**config.mk**
```make
export PLATFORM = sky130hd
export DESIGN_NAME = instruction_prefetch_flat
export DESIGN_NICKNAME = d
export VERILOG_FILES = /design/src/rtl/instruction_prefetch_if.sv /design/src/rtl/instruction_prefetch.sv /design/src/flat_wrapper.sv
export SDC_FILE = /design/constraint.sdc
export NUM_CORES = 1
export LEC_CHECK = 0
export ABC_AREA = 0
export CAP_MARGIN = 15
export CORE_ASPECT_RATIO = 0.8
export CORE_MARGIN = 1
export CORE_UTILIZATION = 30
export DETAILED_ROUTE_END_ITERATION = 12
export HOLD_SLACK_MARGIN = 0.03
export PLACE_DENSITY = 0.57
export SETUP_SLACK_MARGIN = 0.15
export SLEW_MARGIN = 40
export SYNTH_ARGS = -nofsm -noshare
export SYNTH_HDL_FRONTEND = slang
export SYNTH_SLANG_ARGS = --single-unit
export TNS_END_PERCENT = 5
```
**constraint.sdc**
```tcl
create_clock -name clk -period 8.7 [get_ports clk]
set_input_delay 1.305 -clock clk [delete_from_list [all_inputs] [get_ports clk]]
set_output_delay 1.305 -clock clk [all_outputs]
set_load 0.03 [all_outputs]
```
**src/rtl/instruction_prefetch_if.sv**
```systemverilog
// Memory-side and fetch-side signals of the instruction prefetch unit.
// master = prefetch unit, slave = surrounding memory/fetch environment.
interface instruction_prefetch_if;
    logic        write_pc_i;
    logic [31:0] pc_i;
    logic        mem_req_o;
    logic [31:0] mem_addr_o;
    logic        mem_ack_i;
    logic [31:0] mem_data_i;
    logic        instr_valid_o;
    logic [31:0] instr_o;
    logic [31:0] pc_o;
    logic        instr_ready_i;

    modport master (
        input  write_pc_i, pc_i, mem_ack_i, mem_data_i, instr_ready_i,
        output mem_req_o, mem_addr_o, instr_valid_o, instr_o, pc_o
    );

    modport slave (
        output write_pc_i, pc_i, mem_ack_i, mem_data_i, instr_ready_i,
        input  mem_req_o, mem_addr_o, instr_valid_o, instr_o, pc_o
    );
endinterface

```
**src/rtl/instruction_prefetch.sv**
```systemverilog
// Fetch PC plus DEPTH-entry {pc,instr} FIFO; ack-to-valid 1 cycle, mem_req_o drops while full.
// Define INSTRUCTION_PREFETCH_BYPASS_EN to present an acked word directly when the FIFO is empty.
module instruction_prefetch #(
    parameter int unsigned DEPTH    = 4,
    parameter logic [31:0] RESET_PC = 32'h0000_0000
) (
    input  logic                  clk,
    input  logic                  rst,
    instruction_prefetch_if.master bus
);
    localparam int unsigned PTR_W = (DEPTH > 1) ? $clog2(DEPTH) : 1;
    localparam logic [PTR_W:0] FULL_CNT = (PTR_W + 1)'(DEPTH);

    typedef enum logic {
        ST_IDLE = 1'b0,
        ST_RUN  = 1'b1
    } state_t;

    state_t            r_state;
    state_t            w_state_nxt;
    logic [31:0]       r_fetch_pc;
    logic [PTR_W-1:0]  r_rd_ptr;
    logic [PTR_W-1:0]  r_wr_ptr;
    logic [PTR_W:0]    r_count;
    logic [31:0]       r_fifo_pc    [DEPTH];
    logic [31:0]       r_fifo_instr [DEPTH];

    logic              w_run;
    logic              w_req;
    logic              w_nonempty;
    logic              w_accept;
    logic              w_push;
    logic              w_pop;
    logic              w_valid;
    logic [31:0]       w_instr;
    logic [31:0]       w_pc;
    logic              w_unused;

    // Request issue starts one cycle after reset release.
    always_ff @(posedge clk or negedge rst) begin
        if (!rst) begin
            r_state <= ST_IDLE;
        end else begin
            r_state <= w_state_nxt;
        end
    end

    always_comb begin
        w_state_nxt = r_state;
        w_run       = 1'b0;
        case (r_state)
            ST_IDLE: w_state_nxt = ST_RUN;
            ST_RUN:  w_run       = 1'b1;
            default: w_state_nxt = ST_IDLE;
        endcase
    end

    assign w_nonempty = (r_count != '0);
    assign w_req      = w_run && (r_count != FULL_CNT);
    assign w_accept   = w_req && bus.mem_ack_i && !bus.write_pc_i;
    assign w_pop      = w_nonempty && bus.instr_ready_i && !bus.write_pc_i;

`ifdef INSTRUCTION_PREFETCH_BYPASS_EN
    logic w_bypass;
    assign w_bypass = w_accept && !w_nonempty;
    // A bypassed word taken by the consumer never enters storage.
    assign w_push   = w_accept && !(w_bypass && bus.instr_ready_i);
`else
    assign w_push   = w_accept;
`endif

    always_ff @(posedge clk or negedge rst) begin
        if (!rst) begin
            r_fetch_pc <= RESET_PC;
            r_rd_ptr   <= '0;
            r_wr_ptr   <= '0;
            r_count    <= '0;
        end else if (bus.write_pc_i) begin
            r_fetch_pc <= {bus.pc_i[31:2], 2'b00};
            r_rd_ptr   <= '0;
            r_wr_ptr   <= '0;
            r_count    <= '0;
        end else begin
            if (w_accept) begin
                r_fetch_pc <= r_fetch_pc + 32'd4;
            end
            if (w_push) begin
                r_wr_ptr <= r_wr_ptr + PTR_W'(1);
            end
            if (w_pop) begin
                r_rd_ptr <= r_rd_ptr + PTR_W'(1);
            end
            case ({w_push, w_pop})
                2'b10:   r_count <= r_count + 1'b1;
                2'b01:   r_count <= r_count - 1'b1;
                default: r_count <= r_count;
            endcase
        end
    end

    // Storage needs no reset: the head is masked whenever count is zero.
    always_ff @(posedge clk) begin
        if (w_push) begin
            r_fifo_pc[r_wr_ptr]    <= r_fetch_pc;
            r_fifo_instr[r_wr_ptr] <= bus.mem_data_i;
        end
    end

    always_comb begin
        w_valid = w_nonempty;
        w_instr = w_nonempty ? r_fifo_instr[r_rd_ptr] : 32'd0;
        w_pc    = w_nonempty ? r_fifo_pc[r_rd_ptr]    : 32'd0;
`ifdef INSTRUCTION_PREFETCH_BYPASS_EN
        if (w_bypass) begin
            w_valid = 1'b1;
            w_instr = bus.mem_data_i;
            w_pc    = r_fetch_pc;
        end
`endif
    end

    assign bus.mem_req_o     = w_req;
    assign bus.mem_addr_o    = r_fetch_pc;
    assign bus.instr_valid_o = w_valid;
    assign bus.instr_o       = w_instr;
    assign bus.pc_o          = w_pc;

    assign w_unused = &{1'b0, bus.pc_i[1:0]};
endmodule

```
**src/flat_wrapper.sv**
```systemverilog
// flat-port wrapper written by rule: the top's interface ports become plain ports
module instruction_prefetch_flat 
#(
    parameter int unsigned DEPTH    = 4,
    parameter logic [31:0] RESET_PC = 32'h0000_0000
)
  (clk, rst, bus_write_pc_i, bus_pc_i, bus_mem_ack_i, bus_mem_data_i, bus_instr_ready_i, bus_mem_req_o, bus_mem_addr_o, bus_instr_valid_o, bus_instr_o, bus_pc_o);
  instruction_prefetch_if bus_i ();
  input  logic clk;
  input  logic rst;
  input wire logic [$bits(bus_i.write_pc_i)-1:0] bus_write_pc_i;
  input wire logic [$bits(bus_i.pc_i)-1:0] bus_pc_i;
  input wire logic [$bits(bus_i.mem_ack_i)-1:0] bus_mem_ack_i;
  input wire logic [$bits(bus_i.mem_data_i)-1:0] bus_mem_data_i;
  input wire logic [$bits(bus_i.instr_ready_i)-1:0] bus_instr_ready_i;
  output wire logic [$bits(bus_i.mem_req_o)-1:0] bus_mem_req_o;
  output wire logic [$bits(bus_i.mem_addr_o)-1:0] bus_mem_addr_o;
  output wire logic [$bits(bus_i.instr_valid_o)-1:0] bus_instr_valid_o;
  output wire logic [$bits(bus_i.instr_o)-1:0] bus_instr_o;
  output wire logic [$bits(bus_i.pc_o)-1:0] bus_pc_o;
  assign bus_i.write_pc_i = bus_write_pc_i;
  assign bus_i.pc_i = bus_pc_i;
  assign bus_i.mem_ack_i = bus_mem_ack_i;
  assign bus_i.mem_data_i = bus_mem_data_i;
  assign bus_i.instr_ready_i = bus_instr_ready_i;
  assign bus_mem_req_o = bus_i.mem_req_o;
  assign bus_mem_addr_o = bus_i.mem_addr_o;
  assign bus_instr_valid_o = bus_i.instr_valid_o;
  assign bus_instr_o = bus_i.instr_o;
  assign bus_pc_o = bus_i.pc_o;
  instruction_prefetch #(.DEPTH(DEPTH), .RESET_PC(RESET_PC)) u_core (.clk(clk), .rst(rst), .bus(bus_i));
endmodule
```
==> key figures, run 1 <==
Global route
  – Pin count of the biggest net entering global routing: 46
  – GRT Total Usage: 14.5%
  – Vias in the first global route: 6,761
  – First-pass GRT wire length: 43,300 um
  – Initial antenna violation count: 0
  – Total congestion overflow: 0

Power and ir drop
  – Sw Ratio: 30.8%
  – Pwr per Cell Area: 283 nW/um2
  – P_sw: 1.32 mW
  – Comb pwr share: 29.3%
  – Part of the power in registers: 38.0%
  – Static Leak: 4.84 nW
  – Pwr Total: 4.28 mW
  – Worst ir drop on vdd: 0.147 mV
  – Internal cell power: 2.96 mW
  – Clock Power Share: 32.7%

Worst setup path
  – Crit path max-delay family: buffers and inverters
  – Worst setup SP type: flip-flop
  – Cell with the largest stage delay on the worst path: dfrtp_4
  – Sum of buffers and inverters on the critical path: 2
  – Critical path endpoint category: primary output
  – Crit path max fanout: 27
  – CP arrival: 3160 ps
  – Critical path class: flip-flop to primary output
  – R2r setup slk: 5920 ps
  – Delay of the slowest critical-path stage: 640 ps
  – Worst flop-to-flop path startpoint: u_core.r_state
  – Critical path, cell by cell: buf_4, mux4_2, and2_1, clkdlybuf4s50_1
  – R2R Path End: u_core.r_fifo_pc[0][21]
  – Worst r2r path cells: 4
  – WP data required: 7390 ps

Worst hold path
  – WHS Endpoint: u_core.r_wr_ptr[1]
  – Hold Crit Start: u_core.r_wr_ptr[1]
  – WHS Path Cells: 2
  – Hold crit path type: flip-flop to flip-flop

STA
  – Final Hold Viols: 0
  – Slew margin rel.: 60.1%
  – Fin Setup TNS: 0 ps
  – Fin crit period: 4460 ps
  – Tcrit/Tclk final: 51.3%
  – Final setup fails: 0
  – Clk_skew: 31.6 ps
  – Fmax achieved: 224 MHz
  – Max-slew violations: 0
  – RSZ-0062 raised after global routing: false
  – Actual slew at the worst max-slew pin: 598 ps

Die
  – Die X: 223 um
  – Die height: 179 um
  – Starting Density: 30.6%
  – Core Area: 38,400 um2
  – Die area: 39,900 um2
  – IO Count: 167
  – # rows: 64

CTS
  – Clock buffer count from CTS: 31
  – CTS Root Cell: clkbuf_16
  – Max Root-Sink Buffers: 3
  – Post-CTS Setup Bufs: 0
  – Cts repair resizes: 0
  – CTS Sinks: 286
  – Register clock-pin slew on the reported worst setup and hold paths: 60 ps
  – H-tree depth: 1
  – TritonCTS clock tree: done
  – Clk Latency, worst-skew pair: 580 ps
  – Hold_buf cts: 0

Yosys
  – Sequential-to-total area share from yosys stat: 71.6%
  – Post-Synthesis Cells: 667
  – EDFF count, synth: 248
  – Ys async rst share: 13.3%
  – Seq cells post-synth: 286
  – Ys Warns: 0
  – Average size of a mapped cell: 17.6 um2
  – Predominant post-synthesis flop cell: edfxtp_1
  – Netlist Area Pre-Place: 11,700 um2
  – Count of cell types in the netlist: 48

Finish
  – Layout area overhead: 28.8%
  – Commonest cells after routing, fill and taps aside: edfxtp_1 (248), clkdlybuf4s50_1 (159), and2_1 (65), mux4_2 (62), dfrtp_1 (36)
  – Area of the multi-input gates: 3140 um2
  – Fill cells: 3,473
  – Antenna cells: 0
  – Final #Nets: 911
  – Share of cells above drive strength 1: 16.3%
  – Register area: 8410 um2
  – Commonest non-fill, non-tap cell in the layout: edfxtp_1

Routing
  – Routed vias: 6,604
  – Starting DRT DRC Count: 378
  – Drt pass-1 iters: 6
  – WL/cell: 20.9 um
  – DR DRC count: 0
  – DR vias/cell: 4.87
  – Routed Antenna Nets: 0
  – WL final: 28,300 um

Run
  – Maxcap violations: 0

Placed design
  – Port Buffers: 160
  – GPL Wtd Cong: 0.748
  – Post-DP HPWL: 17,900 um

Outcome
  – Status: finished clean
-- synth_stat cells, types with 2 or more instances --
master,n,area [um2]
edfxtp_1,248,7450
and2_1,69,432
mux4_2,62,1400
dfrtp_1,38,951
nand2_1,28,105
clkbuf_1,24,90.1
nor2_1,21,78.8
or4_1,19,143
o21ai_0,16,80.1
a31oi_1,15,93.8
nand3_1,15,75.1
o31ai_1,14,105
buf_2,10,50.1
or3_1,10,62.6
and4_1,6,52.6
nand4_1,6,37.5
xnor2_1,6,52.6
ha_1,5,62.6
xor2_1,5,43.8
and3_1,4,25.0
buf_4,4,30.0
inv_1,4,15.0
o211ai_1,4,30.0
a21oi_1,3,15.0
nor3_1,3,15.0
a22oi_1,2,15.0
buf_1,2,7.51
conb_1,2,7.51
nor2b_1,2,12.5
o22ai_1,2,12.5
-- cells by family (layout without fill, tap and decap cells) --
kind of cell             count (synthesis)  count (layout)  synth area share, %
adder cells (fa/ha/maj)                  6               6                0.704
AND/OR/NAND/NOR                        190             190                 9.36
XOR/XNOR                                12              12                 1.01
buffers and inverters                   46             237                 1.77
other                                    2               5               0.0641
multiplexers                            63              63                 12.0
flip-flops                             286             286                 71.6
AO/OA/AOI/OAI                           62              62                 3.46
-- worst reg2reg max path, cell delays in order (launching register included) --
cell and delay [ps]:
dfrtp_1 370, nand2_1 320, nor3_1 520, and2_4 570, buf_4 610
-- power by group through the flow --
stage | combinational [mW] | sequential, mW | clock [mW]
2_1_floorplan | 0.764 | 1.64 | 0
3_5_place_dp | 1.29 | 1.66 | 0
3_3_place_gp | 1.22 | 1.69 | 0
5_1_grt | 1.35 | 1.64 | 1.49
4_1_cts | 1.29 | 1.63 | 1.44
6_report | 1.25 | 1.62 | 1.40
-- sequential cells by signal, summed over array words and instances, names as in the netlist --
register               flops
u_core.bus.mem_addr_o     30
u_core.r_fifo_pc         120
u_core.r_wr_ptr            2
u_core.r_rd_ptr            2
u_core.r_count             3
u_core.r_fifo_instr      128
u_core.r_state             1
-- worst max-delay path by stage --
stage	end	startpoint	cells past startpoint
finish	bus_instr_o[2]	u_core.r_rd_ptr[0]	4
global route	bus_instr_o[1]	u_core.r_rd_ptr[0]	4
CTS	bus_instr_o[2]	u_core.r_rd_ptr[0]	4
detailed placement	u_core.r_fifo_pc[0][23]	bus_mem_ack_i	5
global placement	bus_pc_o[28]	u_core.r_rd_ptr[0]	4
floorplan	u_core.r_fifo_instr[0][0]	bus_mem_ack_i	4
-- routing by layer --
layer  GRT usage (%)  up-vias  routed length [um]  share of wire, %
li1                -     2998                   -                 -
met1            20.3     3379               13300                47
met2            23.0      193               12800                45
met3            3.52       34                1730               6.1
met4            2.79        0                 470               1.7
met5               0        -                   0                 0
-- final cells by class --
type / instances / share of cell area (%)
sequential: 286 / 55.6
multi-input combinational: 338 / 20.8
timing repair buffer: 174 / 12.1
clock buffer: 36 / 5.39
tap: 495 / 4.10
clock inverter: 22 / 1.86
inverter: 5 / 0.133
-- metrics by stage --
step           utilization, %  hold WS, ps  setup WS [ps]  area (um2)  cells
5_1_grt                  39.4          643           3990       15100   1356
3_3_place_gp             36.0          592           4310       13800   1289
3_5_place_dp             36.5          596           4390       14000   1298
6_report                 39.4          597           4240       15100   1356
4_1_cts                  39.4          604           4100       15100   1356
2_1_floorplan               -          560           4920       11700    670
(Power assumes the default switching activity.)
==> inputs of run 2 (changes only) <==
==> constraint.sdc (replaced) <==
create_clock -name clk -period 4.12 [get_ports clk]
set_input_delay 0.618 -clock clk [delete_from_list [all_inputs] [get_ports clk]]
set_output_delay 0.618 -clock clk [all_outputs]
set_load 0.03 [all_outputs]
==> run 2 against run 1 <==
Net effect: design area about the same; worst setup slack worse by 3700 ps; utilization is essentially flat; clock skew fell by 18 ps; total power up 110%; critical path depth is the same; clock power up 110%; combinational power is 110% higher; global-route usage fell by 0.26 points; sequential power up 110%; die area unchanged.
==> key figures, run 2 (synthesis results as in run 1) <==
Outcome
  – Status: finished clean

STA
  – Final setup fails: 0
  – Max-slew violations: 0
  – Actual slew at the worst max-slew pin: 662 ps
  – Fin Setup TNS: 0 ps
  – Setup ws final: 555 ps
  – RSZ-0062 raised after global routing: false
  – Clk_skew: 13.5 ps
  – Final Hold Viols: 0
  – Tcrit/Tclk final: 86.5%
  – Slew margin rel.: 55.7%
  – Fin crit period: 3560 ps
  – Fmax achieved: 281 MHz

CTS
  – Post-CTS Setup Bufs: 0
  – TritonCTS clock tree: done
  – Clock buffer count from CTS: 30
  – Clk Latency, worst-skew pair: 560 ps
  – CTS Root Cell: clkbuf_16
  – Register clock-pin slew on the reported worst setup and hold paths: 60 ps
  – Max Root-Sink Buffers: 3
  – CTS Sinks: 286
  – H-tree depth: 1

Power and ir drop
  – Static Leak: 4.85 nW
  – Pwr Total: 9.03 mW
  – Worst ir drop on vdd: 0.298 mV
  – Pwr per Cell Area: 598 nW/um2

Placed design
  – Post-Place Setup Slack: 1020 ps
  – Port Buffers: 160
  – Post-DP HPWL: 17,800 um
  – GPL Wtd Cong: 0.758

Worst setup path
  – Sum of buffers and inverters on the critical path: 2
  – Cell with the largest stage delay on the worst path: or3_2
  – WP data required: 3500 ps
  – Worst setup SP type: flip-flop
  – Critical path class: flip-flop to primary output
  – CP arrival: 2950 ps
  – Critical path endpoint category: primary output
  – Crit path max fanout: 26
  – Crit path max-delay family: simple AND/OR/NAND/NOR gates
  – Delay of the slowest critical-path stage: 800 ps
  – Critical path, cell by cell: or3_2, buf_4, and2_1, clkdlybuf4s50_1

Die
  – Die X: 223 um
  – Die area: 39,900 um2
  – Die height: 179 um
  – IO Count: 167
  – Starting Density: 30.6%
  – # rows: 64
  – Core Area: 38,400 um2

Finish
  – Commonest cells after routing, fill and taps aside: edfxtp_1 (248), clkdlybuf4s50_1 (159), and2_1 (65), mux4_2 (62), dfrtp_1 (36)
  – Register area: 8410 um2
  – Largest Register: u_core.r_fifo_instr
  – Share of cells above drive strength 1: 16.2%
  – Antenna cells: 0
  – Final #Nets: 919
  – Area of the multi-input gates: 3140 um2
  – Layout area overhead: 28.8%
  – Commonest non-fill, non-tap cell in the layout: edfxtp_1
  – Fill cells: 3,497
  – Max reg flops: 128

Global route
  – Pin count of the biggest net entering global routing: 42
  – Total congestion overflow: 0
  – GRT Total Usage: 14.2%
  – Vias in the first global route: 6,657
  – Initial antenna violation count: 0
  – First-pass GRT wire length: 42,200 um

Routing
  – DR vias/cell: 4.90
  – WL/cell: 20.7 um
  – Routed vias: 6,664
  – DR DRC count: 0
  – Starting DRT DRC Count: 487
  – WL final: 28,200 um
  – Drt pass-1 iters: 5
  – Routed Antenna Nets: 0

Run
  – Maxcap violations: 0

Worst hold path
  – Hold crit path type: input port to asynchronous set/reset pin
run 2: cell count changes in the layout (fill, tap and decap cells not counted), sizes merged:
cell         before  now
buf              15   23
clkinv           11    9
dlygate4sd3       0    1
inv               7    5
bufinv            6    7
clkinvlp          3    4
clkbuf           36   34
run 2: stage by stage:
step / instance area [um2] / std cells / util (%) / hold slack (ps)
after global routing: 15100 / 1361 / 39.4 / 608
after global placement: 14000 / 1306 / 36.6 / 586
after floorplan: 11700 / 670 / - / 322
after detailed placement: 14000 / 1306 / 36.6 / 609
after CTS: 15100 / 1361 / 39.4 / 567
final: 15100 / 1361 / 39.4 / 592
run 2: what timing repair did:
item | 4_1_cts | 5_1_grt
resized for setup | 0 | 0
hold buffers | 1 | 0
endpoints found under the hold margin | 21 | 0
run 2: final cells by class:
cell class / instances / area share (%)
timing repair buffer: 183 / 12.2
sequential: 286 / 55.6
clock buffer: 34 / 5.21
inverter: 5 / 0.124
clock inverter: 20 / 1.88
tap: 495 / 4.10
multi-input combinational: 338 / 20.8
run 2: final timing paths:
path                                     startpoint                         to  slack [ps]  cells past startpoint
max                               u_core.r_count[0]             bus_instr_o[1]         560                      4
min                                             rst   u_core.bus.mem_addr_o[6]         590                      2
max reg2reg                u_core.bus.mem_addr_o[5]  u_core.bus.mem_addr_o[29]        1640                      4
min reg2reg                      u_core.r_wr_ptr[0]         u_core.r_wr_ptr[0]         610                      2
max in group asynchronous                       rst         u_core.r_rd_ptr[0]        3110                      2
min in group clk                 u_core.r_wr_ptr[0]         u_core.r_wr_ptr[0]         610                      2
run 2: metal layers:
metal,global-route usage (%),vias to the layer above,part of all wire [%]
met1,20.4,3396,47
met2,21.9,226,44
met5,0,-,0
met3,3.56,38,7.1
met4,2.96,0,1.6
li1,-,3004,-
run 2: report_power, final:
part           total, mW  switching [mW]  internal, mW
combinational       2.65            1.44          1.21
clock               2.93            1.12          1.80
sequential          3.45           0.181          3.27
==> inputs of run 3 (changes only) <==
--- a/config.mk
+++ b/config.mk
@@ -10,6 +10,7 @@
 export CORE_ASPECT_RATIO = 0.8
 export CORE_MARGIN = 1
 export CORE_UTILIZATION = 30
+export CTS_CLUSTER_SIZE = 16
 export DETAILED_ROUTE_END_ITERATION = 12
 export HOLD_SLACK_MARGIN = 0.03
 export PLACE_DENSITY = 0.57
==> results of run 3 <==
Final layout, timing and power as in run 2 (identical DEF).
==> edit 1 (settings of run 1) <==
`DEPTH` is set to 4 in 2 places; all go to 8.
--- a/src/rtl/instruction_prefetch.sv
+++ b/src/rtl/instruction_prefetch.sv
@@ -2,5 +2,5 @@
 // Define INSTRUCTION_PREFETCH_BYPASS_EN to present an acked word directly when the FIFO is empty.
 module instruction_prefetch #(
-    parameter int unsigned DEPTH    = 4,
+    parameter int unsigned DEPTH    = 8,
     parameter logic [31:0] RESET_PC = 32'h0000_0000
 ) (
--- a/src/flat_wrapper.sv
+++ b/src/flat_wrapper.sv
@@ -2,5 +2,5 @@
 module instruction_prefetch_flat 
 #(
-    parameter int unsigned DEPTH    = 4,
+    parameter int unsigned DEPTH    = 8,
     parameter logic [31:0] RESET_PC = 32'h0000_0000
 )
Formal check against the unedited RTL: not equivalent (Yosys sat finds a counterexample within 10 cycles, from zero or initial values and one cycle with rst low).
==> edit 1 against run 1 <==
Cell count is 65% higher; synthesized area rose by 81%; critical path depth increased by 2; total power grew 72%; setup slack got worse by 0.71 ns; sequential cell count up 251; non-clock buffer count is 15 higher; wire length increased by 77%; cell area grew 71%; synthesized cell count rose by 62%; die area grew 80%; critical endpoint is now bus_instr_o[31].
==> edit 1: results (changes against run 1) <==
Status:
- The flow ran to the end, and the final reports show no timing, DRC or antenna violations.

Critical path:
- The arrival time at the worst endpoint was 3.86 ns (+0.70 ns).
- The critical path's largest stage delay is 0.91 ns (+0.27 ns).
- The highest fanout seen on the critical path came to 47 (+74%).
- The setup slack of the most critical reg-to-reg path is 4.84 ns (-1.08 ns).
- The worst register-to-register path ends at u_core.r_fifo_instr[0][5]$_DFFE_PP_.

Pwr:
- The power attributed to sequential cells is 3.03 mW (+87%).
- The power density over the cells is 283.4 mW/mm^2 (about the same).
- The largest voltage drop on the vdd net is 0.2571 mV (+75%).

Synthesis:
- The share of the synthesized netlist area taken by xor and xnor gates is 0.5356% (-0.48 points).
- The share of synthesized cell area in full adder, half adder and majority cells is 0.2943% (-0.41 points).
- The proportion of register bits with asynchronous set or reset after synthesis is 7.635% (-5.7 points).
- The commonest cells after synthesis are sky130_fd_sc_hd__edfxtp_1 (496), sky130_fd_sc_hd__mux4_2 (124), sky130_fd_sc_hd__nor2_1 (95).
- The portion of netlist area occupied by mux cells is 16.16% (+4.2 points).
- The count of flip-flops with a built-in enable after synthesis is 496 (+100%).

Routing:
- The routed length on met2 is 23540 um (+84%).
- The sum of routed wire segments on met1 came to 23390 um (+76%).

Timing:
- The post-route worst hold slack is 0.5969 ns (-0.00007300 ns).

Layout:
- The number of nets in the layout came to 1342 (+47%).
- The flip-flop count of the largest register after layout is 256 (+100%).
- The share of cells above drive strength 1 is 18.60% (+2.3 points).
- The layout filler cell count was 6484 (+87%).

Placement:
- The pre-CTS worst setup slack is 3.593 ns (-0.7972 ns).
- The cell area reported after detailed placement is 0.02409 mm^2 (+72%).
- The number of cells after detailed placement is 2134 (+64%).

CTS:
- The CTS buffer count is 54 (+74%).

Global route:
- The all-layer global routing usage is 13.93% (-0.58 points).
- The pin count of the biggest net entering global routing was 93 (+100%).
- The global-route wire length before repair is 74050 um (+71%).

Min path:
- The end point of the worst hold path is u_core.r_wr_ptr[0]$_DFFE_PN0N_.
-- edit 1: changes by cell type after synthesis, moves of 6 or more --
| cell | run 1 | this run |
|---|---|---|
| sky130_fd_sc_hd__nor2_1 | 21 | 95 |
| sky130_fd_sc_hd__edfxtp_1 | 248 | 496 |
| sky130_fd_sc_hd__mux2i_1 | 1 | 63 |
| sky130_fd_sc_hd__buf_1 | 2 | 8 |
| sky130_fd_sc_hd__mux4_2 | 62 | 124 |
| sky130_fd_sc_hd__and2_1 | 69 | 4 |
| sky130_fd_sc_hd__clkbuf_1 | 24 | 39 |
-- edit 1: worst max path at each step --
| stage | start | to | slack [ns] | depth (start not counted) |
|---|---|---|---|---|
| 2_1_floorplan | bus_mem_ack_i | u_core.r_fifo_instr[0][0]$_DFFE_PP_ | 1.52 | 6 |
| 3_3_place_gp | bus_mem_ack_i | u_core.r_fifo_instr[0][10]$_DFFE_PP_ | 3.27 | 7 |
| 3_5_place_dp | bus_mem_ack_i | u_core.r_fifo_instr[0][10]$_DFFE_PP_ | 3.59 | 7 |
| 4_1_cts | u_core.r_rd_ptr[0]$_DFFE_PN0P_ | bus_pc_o[5] | 3.28 | 5 |
| 5_1_grt | u_core.r_rd_ptr[0]$_DFFE_PN0P_ | bus_instr_o[5] | 3.22 | 6 |
| 6_report | u_core.r_rd_ptr[0]$_DFFE_PN0P_ | bus_instr_o[31] | 3.53 | 6 |
-- edit 1: area by class of cell --
type / instances / area share [%]
timing repair buffer: 189 / 7.307
inverter: 7 / 0.1015
clock inverter: 35 / 1.339
sequential: 537 / 61.53
tap: 924 / 4.465
clock buffer: 65 / 5.461
multi-input combinational: 479 / 19.79
==> edit 2 (flow settings as in run 1) <==
Without the edit above. Reset style: synchronous (`rst`), changed in 2 clocked blocks.
--- a/src/rtl/instruction_prefetch.sv
+++ b/src/rtl/instruction_prefetch.sv
@@ -38,5 +38,5 @@
 
     // Request issue starts one cycle after reset release.
-    always_ff @(posedge clk or negedge rst) begin
+    always_ff @(posedge clk) begin
         if (!rst) begin
             r_state <= ST_IDLE;
@@ -70,5 +70,5 @@
 `endif
 
-    always_ff @(posedge clk or negedge rst) begin
+    always_ff @(posedge clk) begin
         if (!rst) begin
             r_fetch_pc <= RESET_PC;
Behaviour: differs if rst is asserted again (counterexample within 4 cycles, from zero or initial values and one cycle with rst low); with rst held inactive, the same outputs for 4 cycles.
==> edit 2 against run 1 <==
Cell count rose by 4.4%; setup slack worse by 0.13 ns; core utilization fell by 0.26 points; sequential cell count up 2; die area rose by 0.71%; synthesized area rose by 0.72%; non-clock buffer count down 1; cell area down 0.26%; wire length rose by 0.67%.
Power is not compared: it rests on default switching activity, and its combinational part moved more than twofold at a synthesized area within 25%.
==> edit 2: results (changes against run 1) <==
Global route:
- The all-layer global routing usage is 14.20% (-0.31 points).
- The number of global-route vias before repair was 6953 (+2.8%).
- The pin count of the biggest net entering global routing was 63 (+37%).
- The global-route wire length before repair was 43240 um (about the same).

Min path:
- The hold path startpoint is u_core.r_count[2]$_SDFFE_PP0P_.
- The end point of the worst hold path is u_core.r_count[2]$_SDFFE_PP0P_.

Layout:
- The flip-flop count of the largest register after layout is 128 (unchanged).
- The layout filler cell count was 3568 (+2.7%).
- The share of cells above drive strength 1 came to 14.64% (-1.6 points).
- The number of nets in the layout came to 940 (+3.2%).

Routing:
- The routed length on met2 came to 13230 um (+3.4%).
- The met3 routed wirelength came to 1746 um (+0.81%).
- The number of iterations in the first detailed-routing pass came to 5 (-1).
- The sum of routed wire segments on met1 is 13140 um (-1.4%).
- The count of routing violations after the opening detailed-route iteration is 436 (+15%).
- The total number of vias came to 6791 (+2.8%).
- The post-detailed-route wirelength per cell is 20.13 um (-3.6%).

CTS:
- The CTS H-tree depth is 1 (unchanged).
- The CTS buffer count is 30 (-3.2%).
- Clock latency on the worst-skew pair, taken at its later pin, is roughly 0.57 ns.
- The largest buffer count on any clock path came to 3 (unchanged).

Placement:
- The final HPWL from detailed placement was 17480 um (-2.1%).
- The final weighted congestion in routability-driven placement is 0.7431 (-0.71%).
- The pre-CTS worst setup slack is 4.366 ns (-0.02480 ns).

Synthesis:
- The commonest cells after synthesis are sky130_fd_sc_hd__edfxtp_1 (248), sky130_fd_sc_hd__and2_1 (69), sky130_fd_sc_hd__mux4_2 (62).
- The proportion of register bits with asynchronous set or reset after synthesis is 0% (-13 points).
- By area the synthesized netlist is led by sky130_fd_sc_hd__edfxtp_1 (63%), sky130_fd_sc_hd__mux4_2 (12%), sky130_fd_sc_hd__dfxtp_1 (6.8%).
- The part of the Yosys area used for sequential elements is 69.85% (-1.8 points).
- The number of distinct library cells after synthesis came to 56 (+17%).

Pwr:
- IR analysis of the VDD net gives a maximum drop of 0.1502 mV.

Critical path:
- The cell count of the worst reg-to-reg path is 5 (+1).
- The endpoint of the worst register-to-register path is u_core.r_fifo_instr[3][4]$_DFFE_PP_.
- The highest fanout seen on the critical path is 35 (+30%).
- The setup slack of the most critical reg-to-reg path is 5.78 ns (-0.14 ns).
- The startpoint of the worst register-to-register path is u_core.r_count[0]$_SDFFE_PP0P_.
- The arrival time at the worst endpoint was 3.29 ns (+0.13 ns).

Timing:
- The post-route worst hold slack was 0.5120 ns (-0.08499 ns).
- The relative slew slack is 49.24% (-11 points).
- The maximum clock skew at final layout is 0.02262 ns (-0.008964 ns).

Status:
- The flow ran to the end, and the final reports show no timing, DRC or antenna violations.
edit 2: cell count changes in the layout (fill, tap and decap cells not counted), moves of 10 or more:
cell,change
sky130_fd_sc_hd__o31ai_1,-11
sky130_fd_sc_hd__dfrtp_1,-36
sky130_fd_sc_hd__or4_1,-12
sky130_fd_sc_hd__nand2_1,-10
sky130_fd_sc_hd__dfxtp_1,+38
sky130_fd_sc_hd__o21ai_0,+16
edit 2: routing by layer:
metal  track usage (%)  vias up
li1                  -     3104
met1             19.95     3479
met2             22.44      178
met3             3.482       30
met4             2.603        0
met5                 0        -
edit 2: worst max-delay path, cell delays in order (launching register included):
cell,delay (ns)
sky130_fd_sc_hd__dfxtp_4,0.75
sky130_fd_sc_hd__buf_6,0.54
sky130_fd_sc_hd__mux4_2,0.57
sky130_fd_sc_hd__and2_1,0.18
sky130_fd_sc_hd__clkdlybuf4s50_1,0.65
edit 2: kinds of logic after synthesis:
family	after synthesis	synth area share (%)
adders and majority gates	7	0.8053
AOI/OAI and AO/OA	69	3.635
buffers and inverters	55	2.363
and+or+nand+nor	209	10.58
other	1	0.03176
muxes	64	12.00
xor gates and xnor gates	10	0.7417
DFF	288	69.85
edit 2: through the flow:
step,cells,instance area (um^2)
6_report,1416,15070
5_1_grt,1416,15070
4_1_cts,1415,15050
3_5_place_dp,1359,14000
3_3_place_gp,1355,13910
2_1_floorplan,706,11820
edit 2: worst max-delay path by stage:
stage	from	to	slack [ns]	depth (start not counted)
6_report	register	bus_pc_o[21]	4.11	4
5_1_grt	register	bus_pc_o[21]	3.86	4
4_1_cts	register	bus_pc_o[17]	3.74	4
3_5_place_dp	register	bus_pc_o[17]	4.37	4
3_3_place_gp	register	bus_pc_o[17]	4.36	4
2_1_floorplan	bus_write_pc_i	u_core.r_fifo_instr[0][0]$_DFFE_PP_	4.88	4
edit 2: area by class of cell:
type,instances,area [um^2],share of cell area [%]
multi-input cells,363,3307,21.95
clock inverters,21,259.0,1.719
inverters,8,30.03,0.1993
repair buffers,173,1764,11.71
clock buffers,35,790.8,5.248
flip-flops and latches,288,8255,54.79
well taps,528,660.6,4.385
edit 2: power groups by stage:
| stage | logic (mW) | clock network, mW | registers (mW) |
|---|---|---|---|
| after floorplan | 0.0655 | 0 | 1.59 |
| after CTS | 0.168 | 1.40 | 1.56 |
| final | 0.166 | 1.36 | 1.56 |
| after detailed placement | 0.167 | 0 | 1.59 |
| after global routing | 0.178 | 1.45 | 1.56 |
| after global placement | 0.166 | 0 | 1.59 |
